<file path="config.mk">
export PLATFORM = sky130hd
export DESIGN_NAME = mso_decimator
export DESIGN_NICKNAME = d
export VERILOG_FILES = /design/src/rtl/mso_pkg.sv /design/src/rtl/mso_fifo2.sv /design/src/rtl/mso_decimator.sv
export SDC_FILE = /design/constraint.sdc
export NUM_CORES = 1
export LEC_CHECK = 0
export BUFFER_PORTS_ARGS = -buffer_cell sky130_fd_sc_hd__buf_2
export CAP_MARGIN = 20
export CORE_MARGIN = 2
export CORE_UTILIZATION = 58
export DETAILED_ROUTE_END_ITERATION = 12
export PLACE_DENSITY = 0.88
export SLEW_MARGIN = 15
export SYNTH_ARGS = -nofsm -noshare
export SYNTH_HDL_FRONTEND = slang
export SYNTH_SLANG_ARGS = --single-unit
</file>
<file path="constraint.sdc">
create_clock -name clk -period 4.4 [get_ports clk]
set_clock_uncertainty 0.15 [all_clocks]
set_input_delay 0 -clock clk [delete_from_list [all_inputs] [get_ports clk]]
set_output_delay 0 -clock clk [all_outputs]
set_load 0.02 [all_outputs]
</file>
<file path="src/rtl/mso_pkg.sv">
// Shared constants, record layout and signed compare helpers for the MSO decimator.
package mso_pkg;

    localparam int unsigned DEF_DATA_WIDTH  = 12;
    localparam int unsigned DEF_RATIO_WIDTH = 8;

    // One decimated window result at the default sample width.
    typedef struct packed {
        logic signed [DEF_DATA_WIDTH-1:0] data;
        logic signed [DEF_DATA_WIDTH-1:0] vmin;
        logic signed [DEF_DATA_WIDTH-1:0] vmax;
    } rec_t;

    // Operands are sign-extended to 32 bits by the caller so any sample width up to 32 works.
    function automatic logic signed [31:0] smin(input logic signed [31:0] a,
                                                input logic signed [31:0] b);
        return (a < b) ? a : b;
    endfunction

    function automatic logic signed [31:0] smax(input logic signed [31:0] a,
                                                input logic signed [31:0] b);
        return (a > b) ? a : b;
    endfunction

endpackage

</file>
<file path="src/rtl/mso_fifo2.sv">
// Two-entry FIFO; head is always entry 0, and a push is accepted when full if a pop happens too.
module mso_fifo2 #(
    parameter int unsigned WIDTH = 36
) (
    input  logic             clk,
    input  logic             rst,
    input  logic             push_i,
    input  logic             pop_i,
    input  logic [WIDTH-1:0] data_i,
    output logic [WIDTH-1:0] head_o,
    output logic             full_o,
    output logic             empty_o
);

    logic [WIDTH-1:0] mem0_q, mem0_d, mem1_q, mem1_d;
    logic             v0_q, v0_d, v1_q, v1_d;
    logic             pop_ok_c, push_ok_c;

    always_comb begin
        mem0_d    = mem0_q;
        mem1_d    = mem1_q;
        v0_d      = v0_q;
        v1_d      = v1_q;
        pop_ok_c  = pop_i && v0_q;
        push_ok_c = push_i && (!v1_q || pop_ok_c);

        if (pop_ok_c) begin
            mem0_d = mem1_q;
            v0_d   = v1_q;
            v1_d   = 1'b0;
        end

        // After a same-cycle pop the free slot is entry 1 if the FIFO was full, else entry 0.
        if (push_ok_c) begin
            if (pop_ok_c ? v1_q : v0_q) begin
                mem1_d = data_i;
                v1_d   = 1'b1;
            end else begin
                mem0_d = data_i;
                v0_d   = 1'b1;
            end
        end
    end

    always_ff @(posedge clk or posedge rst) begin
        if (rst) begin
            mem0_q <= '0;
            mem1_q <= '0;
            v0_q   <= 1'b0;
            v1_q   <= 1'b0;
        end else begin
            mem0_q <= mem0_d;
            mem1_q <= mem1_d;
            v0_q   <= v0_d;
            v1_q   <= v1_d;
        end
    end

    assign head_o  = mem0_q;
    assign full_o  = v1_q;
    assign empty_o = !v0_q;

endmodule

</file>
<file path="src/rtl/mso_decimator.sv">
// Rate reducer emitting {last, min, max} per R-sample window into a 2-deep output buffer.
module mso_decimator
    import mso_pkg::*;
#(
    parameter int unsigned DATA_WIDTH  = DEF_DATA_WIDTH,
    parameter int unsigned RATIO_WIDTH = DEF_RATIO_WIDTH
) (
    input  logic                          clk,
    input  logic                          rst,
    input  logic                          enable,
    input  logic [RATIO_WIDTH-1:0]        ratio,
    input  logic signed [DATA_WIDTH-1:0]  in_data,
    input  logic                          in_valid,
    output logic signed [DATA_WIDTH-1:0]  out_data,
    output logic signed [DATA_WIDTH-1:0]  out_min,
    output logic signed [DATA_WIDTH-1:0]  out_max,
    output logic                          out_valid,
    input  logic                          out_ready,
    output logic                          overflow,
    input  logic                          ovf_clr
);

    localparam int unsigned REC_W = 3 * DATA_WIDTH;

    logic [RATIO_WIDTH-1:0]       cnt_q, cnt_d, ratio_q, ratio_d, r_eff_c;
    logic signed [DATA_WIDTH-1:0] min_q, min_d, max_q, max_d, cur_min_c, cur_max_c;
    logic                         ovf_q, ovf_d;
    logic                         accept_c, first_c, complete_c, pop_c, drop_c;
    logic                         full_c, empty_c;
    logic [REC_W-1:0]             push_rec_c, head_c;

    always_comb begin
        accept_c = in_valid && enable;
        first_c  = (cnt_q == '0);

        // The ratio input is only sampled at window start; 0 is treated as 1.
        r_eff_c = ratio_q;
        if (first_c) begin
            r_eff_c = (ratio == '0) ? RATIO_WIDTH'(1) : ratio;
        end

        cur_min_c = in_data;
        cur_max_c = in_data;
        if (!first_c) begin
            cur_min_c = DATA_WIDTH'(smin(32'(min_q), 32'(in_data)));
            cur_max_c = DATA_WIDTH'(smax(32'(max_q), 32'(in_data)));
        end

        complete_c = accept_c && (cnt_q == RATIO_WIDTH'(r_eff_c - RATIO_WIDTH'(1)));
        pop_c      = !empty_c && out_ready;
        drop_c     = complete_c && full_c && !pop_c;
        push_rec_c = {in_data, cur_min_c, cur_max_c};

        cnt_d   = cnt_q;
        ratio_d = ratio_q;
        min_d   = min_q;
        max_d   = max_q;
        if (!enable) begin
            cnt_d = '0;
        end else if (accept_c) begin
            if (first_c) begin
                ratio_d = r_eff_c;
            end
            min_d = cur_min_c;
            max_d = cur_max_c;
            cnt_d = complete_c ? '0 : RATIO_WIDTH'(cnt_q + RATIO_WIDTH'(1));
        end

        // A drop in the same cycle as a clear keeps the flag set.
        ovf_d = ovf_q;
        if (drop_c) begin
            ovf_d = 1'b1;
        end else if (ovf_clr) begin
            ovf_d = 1'b0;
        end
    end

    always_ff @(posedge clk or posedge rst) begin
        if (rst) begin
            cnt_q   <= '0;
            ratio_q <= RATIO_WIDTH'(1);
            min_q   <= '0;
            max_q   <= '0;
            ovf_q   <= 1'b0;
        end else begin
            cnt_q   <= cnt_d;
            ratio_q <= ratio_d;
            min_q   <= min_d;
            max_q   <= max_d;
            ovf_q   <= ovf_d;
        end
    end

    mso_fifo2 #(
        .WIDTH (REC_W)
    ) u_fifo (
        .clk     (clk),
        .rst     (rst),
        .push_i  (complete_c),
        .pop_i   (pop_c),
        .data_i  (push_rec_c),
        .head_o  (head_c),
        .full_o  (full_c),
        .empty_o (empty_c)
    );

    assign out_data  = head_c[REC_W-1 -: DATA_WIDTH];
    assign out_min   = head_c[2*DATA_WIDTH-1 -: DATA_WIDTH];
    assign out_max   = head_c[DATA_WIDTH-1:0];
    assign out_valid = !empty_c;
    assign overflow  = ovf_q;

endmodule

</file>
==> impl_metrics.tcl, run 1 <==
set metrics [dict create \
    grt_max_degree 74 \
    ir_drop_mv 0.286 \
    synth.distinct_cells 59 \
    path_class "flip-flop to flip-flop" \
    synth_nets 600 \
    gr-usage-all-layers_pct 29.2 \
    worstPathCellList "inv_1 -> ha_1 -> or3b_2 -> nor2_4 -> a21o_2 -> ha_1 -> xor2_1 -> a21oi_1 -> nor3b_1 -> nand4_2 -> buf_4 -> nor4_4 -> buf_12 -> mux2_2" \
    synth-seq-cells 115 \
    grt-ovfl-total 0 \
    fillCellCount 735 \
    grt_pass1_wl_um 26300 \
    crit_arrival_ns 4.40 \
    whs_ns 0.0778 \
    root_buffer "clkbuf_8" \
    worst_pin_slew_ns 1.03 \
    gp_congestion 0.925 \
    status "complete, no violations" \
    worst_setup_path_start_kind "flip-flop" \
    diodes 0 \
    final_common_cell "dfrtp_1" \
    fp.dieH_um 109 \
    hold_violations 0 \
    crit_required_ns 4.65 \
    clk_latency_ns 0.52 \
    r2r_cells 14 \
    path_clk_slew_ns 0.06 \
    cts_tree "yes" \
    vias 4946 \
    fin_nets 699 \
    synth-edff-count 0 \
    syn_area_per_cell_um2 11.8 \
    num_io_pins 64 \
    ys_seq_area_share_pct 44.6 \
    max_freq_mhz 241 \
    cts.htree.levels 4 \
    layout.area.seq_um2 2880 \
    initial_core_util_pct 59.5 \
    fin_crit_sh_pct 94.3 \
    routedWlPerCell_um 20.6 \
    synthCells 548 \
    leakage_nw 3.81 \
    cp-startpoint "cnt_q[0]" \
    multi_input_area_um2 3330 \
    fin_tns_setup_ns 0 \
    cts_sinks 115 \
    cpMostUsedCell "ha_1" \
    clock_path_buffers 2 \
    ys_warn_count 0 \
    ant_nets 0 \
    cp_slowest_stage_delay_ns 0.57 \
    io_buffers 63 \
    power.density_nw_per_um2 464 \
    drcViolationCount 0 \
    cts_made_buffers 17 \
    syn_area_um2 6450 \
    dp_hpwl_um 10800 \
    setup_viol 0 \
    synthFlopType "dfrtp_1" \
    num_rows 38 \
    synth_top_area_share_pct 44.2 \
    synth_top_cell_by_area "dfrtp_1" \
    async_flop_share_pct 100 \
    die_w_um 109 \
    slew_headroom_pct 31.3 \
    die-area_um2 12000 \
    r2r-end "u_fifo.mem1_q[32]" \
    timing.final.crit_period_ns 4.15 \
    maxCapViolCount 0 \
    slew_violations 0 \
    cpMaxStageDelayCell "or3b_2" \
    vias_per_cell 6.18 \
    rrSetupSlack_ns 0.25 \
    synth_area_leaders "dfrtp_1 44%, mux2_2 17%, ha_1 5.0%, mux2_4 4.7%, mux2i_1 4.2%" \
    r2r_start "cnt_q[0]" \
    layout-drive-gt1-share_pct 36.2 \
    postLayoutCoreUtil_pct 71.3 \
    drt_wl_total_um 16500 \
    drtIter0Drc 460 \
    final_cell_mix "114 x dfrtp_1, 97 x mux2_2, 63 x buf_2" \
    area_growth_pct 19.9 \
    hold_path.class "input pin to asynchronous set/reset pin" \
    cts-resized-gates 0 \
    endpoint_kind "flip-flop" \
    antenna_found_initial 0 \
    drt_pre_antenna_iters 5 \
    core_area_um2 10800 \
    critPathMaxFanout 37 \
    grt_pass1_vias 5131 \
]
[layer usage]
metal	track usage (%)	up-vias	part of all wire, %
met2	51.6	194	53
li1	-	2210	-
met3	7.05	40	5.5
met5	0	-	0
met1	34.1	2502	39
met4	11.4	0	2.5
[flip-flops by register name (all words and copies together) (netlist names)]
| signal | cells |
|---|---|
| u_fifo.head_o | 36 |
| overflow | 1 |
| u_fifo.v0_q | 1 |
| min_q | 12 |
| u_fifo.full_o | 1 |
| cnt_q | 8 |
| ratio_q | 8 |
| u_fifo.mem1_q | 36 |
| max_q | 12 |
[logic make-up after synthesis]
kind of cell	after synthesis	share of synthesized area, %
fa+ha+maj	26	5.04
xor+xnor	7	0.951
buf+inv	49	3.70
mux	152	27.2
flops	115	44.6
compound gates	81	8.26
simple gates	118	10.2
[worst max path at each step]
stage	end
after floorplan	u_fifo.mem1_q[10]
after global placement	u_fifo.mem1_q[29]
after detailed placement	u_fifo.head_o[11]
after CTS	overflow
after global routing	u_fifo.mem1_q[32]
final	u_fifo.mem1_q[32]
[power by group]
| group | switching, mW | internal, mW | leakage [nW] |
|---|---|---|---|
| registers | 0.138 | 1.23 | 1.52 |
| clock network | 0.478 | 0.752 | 0.264 |
| logic | 0.557 | 0.439 | 2.02 |
| total | 1.17 | 2.42 | 3.81 |
[Yosys cell counts, drive strengths merged, types with 6 or more instances]
cell    count
nor4        6
inv        22
a21o        6
nand3      16
dfrtp     114
o21ai      20
clkbuf     13
nand2b     12
nor3       10
mux2i      27
o22ai      12
a21oi      12
mux2      125
nand2      40
nor2        7
buf        14
a211oi      6
ha         26
[repair_timing]
action,4_1_cts,5_1_grt
setup buffers,0,3
hold buffers,28,0
hold endpoints to repair,174,0
endpoints found under the setup margin,0,18
[per-stage QoR]
step | worst slack (ns) | power (mW) | instance area, µm² | cells
finish | 0.249 | 3.59 | 7730 | 800
global placement | 0.498 | 2.25 | 6880 | 735
detailed placement | 0.357 | 2.31 | 6880 | 735
global route | -0.000331 | 3.76 | 7730 | 800
floorplan | 0.557 | 2.00 | 6450 | 548
CTS | 0.235 | 3.57 | 7690 | 795
[area by class of cell]
| type | instances | area share [%] |
|---|---|---|
| multi-input combinational | 384 | 43.1 |
| sequential | 115 | 37.2 |
| timing repair buffer | 107 | 9.47 |
| clock buffer | 20 | 5.63 |
| tap | 140 | 2.27 |
| clock inverter | 12 | 1.17 |
| inverter | 22 | 1.10 |
[worst max-delay path, delay by kind of cell (launching register included)]
family	cells	cell delay (ns)
adders and majority gates	2	0.37
AOI/OAI and AO/OA	2	0.29
xor gates and xnor gates	1	0.19
buffers and inverters	3	0.60
and+or+nand+nor	5	1.59
muxes	1	0.38
DFF	1	0.46
(Power assumes the default switching activity.)
==> run 2: changes to the inputs <==
Settings changed: SETUP_SLACK_MARGIN set to 0.4.
==> run 2 against run 1 <==
Worst hold slack got worse by 0.021 ns. Critical path depth rose by 1. Cell count grew 0.25%. Register-to-register slack improved by 0.38 ns. Non-clock buffer count grew 2. Sequential cell count stayed put. Sequential power barely moved. Combinational power about the same. Clock-buffer cell count is the same.
==> impl_metrics.tcl, run 2 (synthesis results as in run 1) <==
set metrics [dict create \
    fp.dieH_um 109 \
    status "complete, no violations" \
    slew_headroom_pct 31.0 \
    drtIter0Drc 460 \
    layout-drive-gt1-share_pct 36.9 \
    timing.final.crit_period_ns 3.77 \
    die-area_um2 12000 \
    clk_latency_ns 0.52 \
    cts_tree "yes" \
    crit_required_ns 4.65 \
    fin_tns_setup_ns 0 \
    power.density_nw_per_um2 462 \
    ir_drop_mv 0.286 \
    endpoint_kind "flip-flop" \
    grt-ovfl-total 0 \
    max_freq_mhz 266 \
    path_clk_slew_ns 0.06 \
    die_w_um 109 \
    final_common_cell "dfrtp_1" \
    gp_congestion 0.925 \
    grt_setup_unrepaired "no" \
    multi_input_area_um2 3350 \
    grt_pass1_wl_um 26700 \
    leakage_nw 3.83 \
    drt_pre_antenna_iters 5 \
    num_io_pins 64 \
    power.total_mw 3.60 \
    ant_nets 0 \
    dp_hpwl_um 10800 \
    final_cell_mix "114 x dfrtp_1, 97 x mux2_2, 63 x buf_2" \
    r2r_start "cnt_q[0]" \
    grt_pass1_vias 5191 \
    drcViolationCount 0 \
    root_buffer "clkbuf_8" \
    worstHoldEndpoint "overflow" \
    io_buffers 63 \
    routedWlPerCell_um 20.9 \
    maxCapViolCount 0 \
    fin_nets 701 \
    vias_per_cell 6.24 \
    gr-usage-all-layers_pct 29.7 \
    num_rows 38 \
    fillCellCount 725 \
    rrSetupSlack_ns 0.63 \
    antenna_found_initial 0 \
    path_class "flip-flop to flip-flop" \
    critPathMaxFanout 18 \
    min_path_cells 3 \
    cts.htree.levels 4 \
    vias 5006 \
    worst_pin_slew_ns 1.03 \
    diodes 0 \
    min-delay-start "ovf_clr" \
    worst_setup_path_start_kind "flip-flop" \
    slew_violations 0 \
    hold_path.class "input pin to flip-flop" \
    drt_wl_total_um 16700 \
    clock_path_buffers 2 \
    crit_arrival_ns 4.02 \
    area_growth_pct 20.8 \
    cts_made_buffers 17 \
    fin_crit_sh_pct 85.6 \
    r2r_cells 15 \
    grt_max_degree 74 \
    cts_sinks 115 \
    core_area_um2 10800 \
    initial_core_util_pct 59.5 \
    hold_violations 0 \
    layout.area.seq_um2 2880 \
    r2r-end "u_fifo.mem1_q[21]" \
    setup_viol 0 \
]
## run 2: cell count changes in the layout (fill, tap and decap cells not counted), sizes merged
cell         previous run  this run
buf                    79        81
bufbuf                  0         1
dlygate4sd3            28        27
## run 2: power breakdown
group | internal (mW) | total (mW) | switching, mW
Sequential | 1.23 | 1.36 | 0.137
Combinational | 0.446 | 1.01 | 0.563
Clock | 0.752 | 1.23 | 0.479
## run 2: worst max-delay path by stage
stage	start	endpoint	slack, ns	cells after the start
6_report	cnt_q[0]	u_fifo.mem1_q[21]	0.63	15
4_1_cts	cnt_q[0]	u_fifo.head_o[22]	0.46	14
3_3_place_gp	cnt_q[0]	u_fifo.mem1_q[29]	0.50	13
3_5_place_dp	cnt_q[0]	u_fifo.head_o[11]	0.36	13
2_1_floorplan	cnt_q[0]	u_fifo.mem1_q[10]	0.56	14
5_1_grt	cnt_q[0]	u_fifo.mem1_q[21]	0.50	15
## run 2: final cells by class
| cell class | instances | area share (%) |
|---|---|---|
| multi-input cells | 384 | 43.0 |
| repair buffers | 109 | 10.0 |
| inverters | 22 | 1.09 |
| well taps | 140 | 2.25 |
| clock buffers | 20 | 5.59 |
| flip-flops and latches | 115 | 36.9 |
| clock inverters | 12 | 1.16 |
## run 2: per-layer routing
layer  global-route usage, %  part of all wire (%)  vias up
met4                    11.8                   2.7        0
met5                       0                     0        -
li1                        -                     -     2216
met1                    34.9                    40     2510
met3                    6.64                   4.9       49
met2                    52.5                    52      231
## run 2: repair_timing
item | in CTS | in global routing
buffers inserted | 3 | 2
hold buffers | 27 | 0
gates resized for setup | 1 | 5
endpoints found under the setup margin | 53 | 73
cloned | 1 | 0
endpoints found under the hold margin | 174 | 0
pin swaps | 2 | 1
## run 2: metrics by stage
stage	setup WS (ns)	cell area (µm²)	util [%]	hold slack [ns]	std cells
global placement	0.498	6880	63.5	0.0362	735
detailed placement	0.357	6880	63.5	0.0396	735
finish	0.634	7790	71.9	0.0569	802
global route	0.501	7790	71.9	0.0437	802
CTS	0.460	7740	71.4	0.0347	798
floorplan	0.557	6450	-	-0.0585	548
## run 2: worst max-delay path, cell delays in order (launching register included)
cell	delay, ns
dfrtp_1	0.46
inv_1	0.09
ha_1	0.16
or3b_4	0.45
nor2_4	0.18
a21o_2	0.20
ha_1	0.21
xor2_1	0.19
a21oi_1	0.07
nor3b_2	0.21
nand4_2	0.10
buf_4	0.19
nor4_4	0.13
buf_4	0.19
bufbuf_16	0.34
mux2_4	0.32
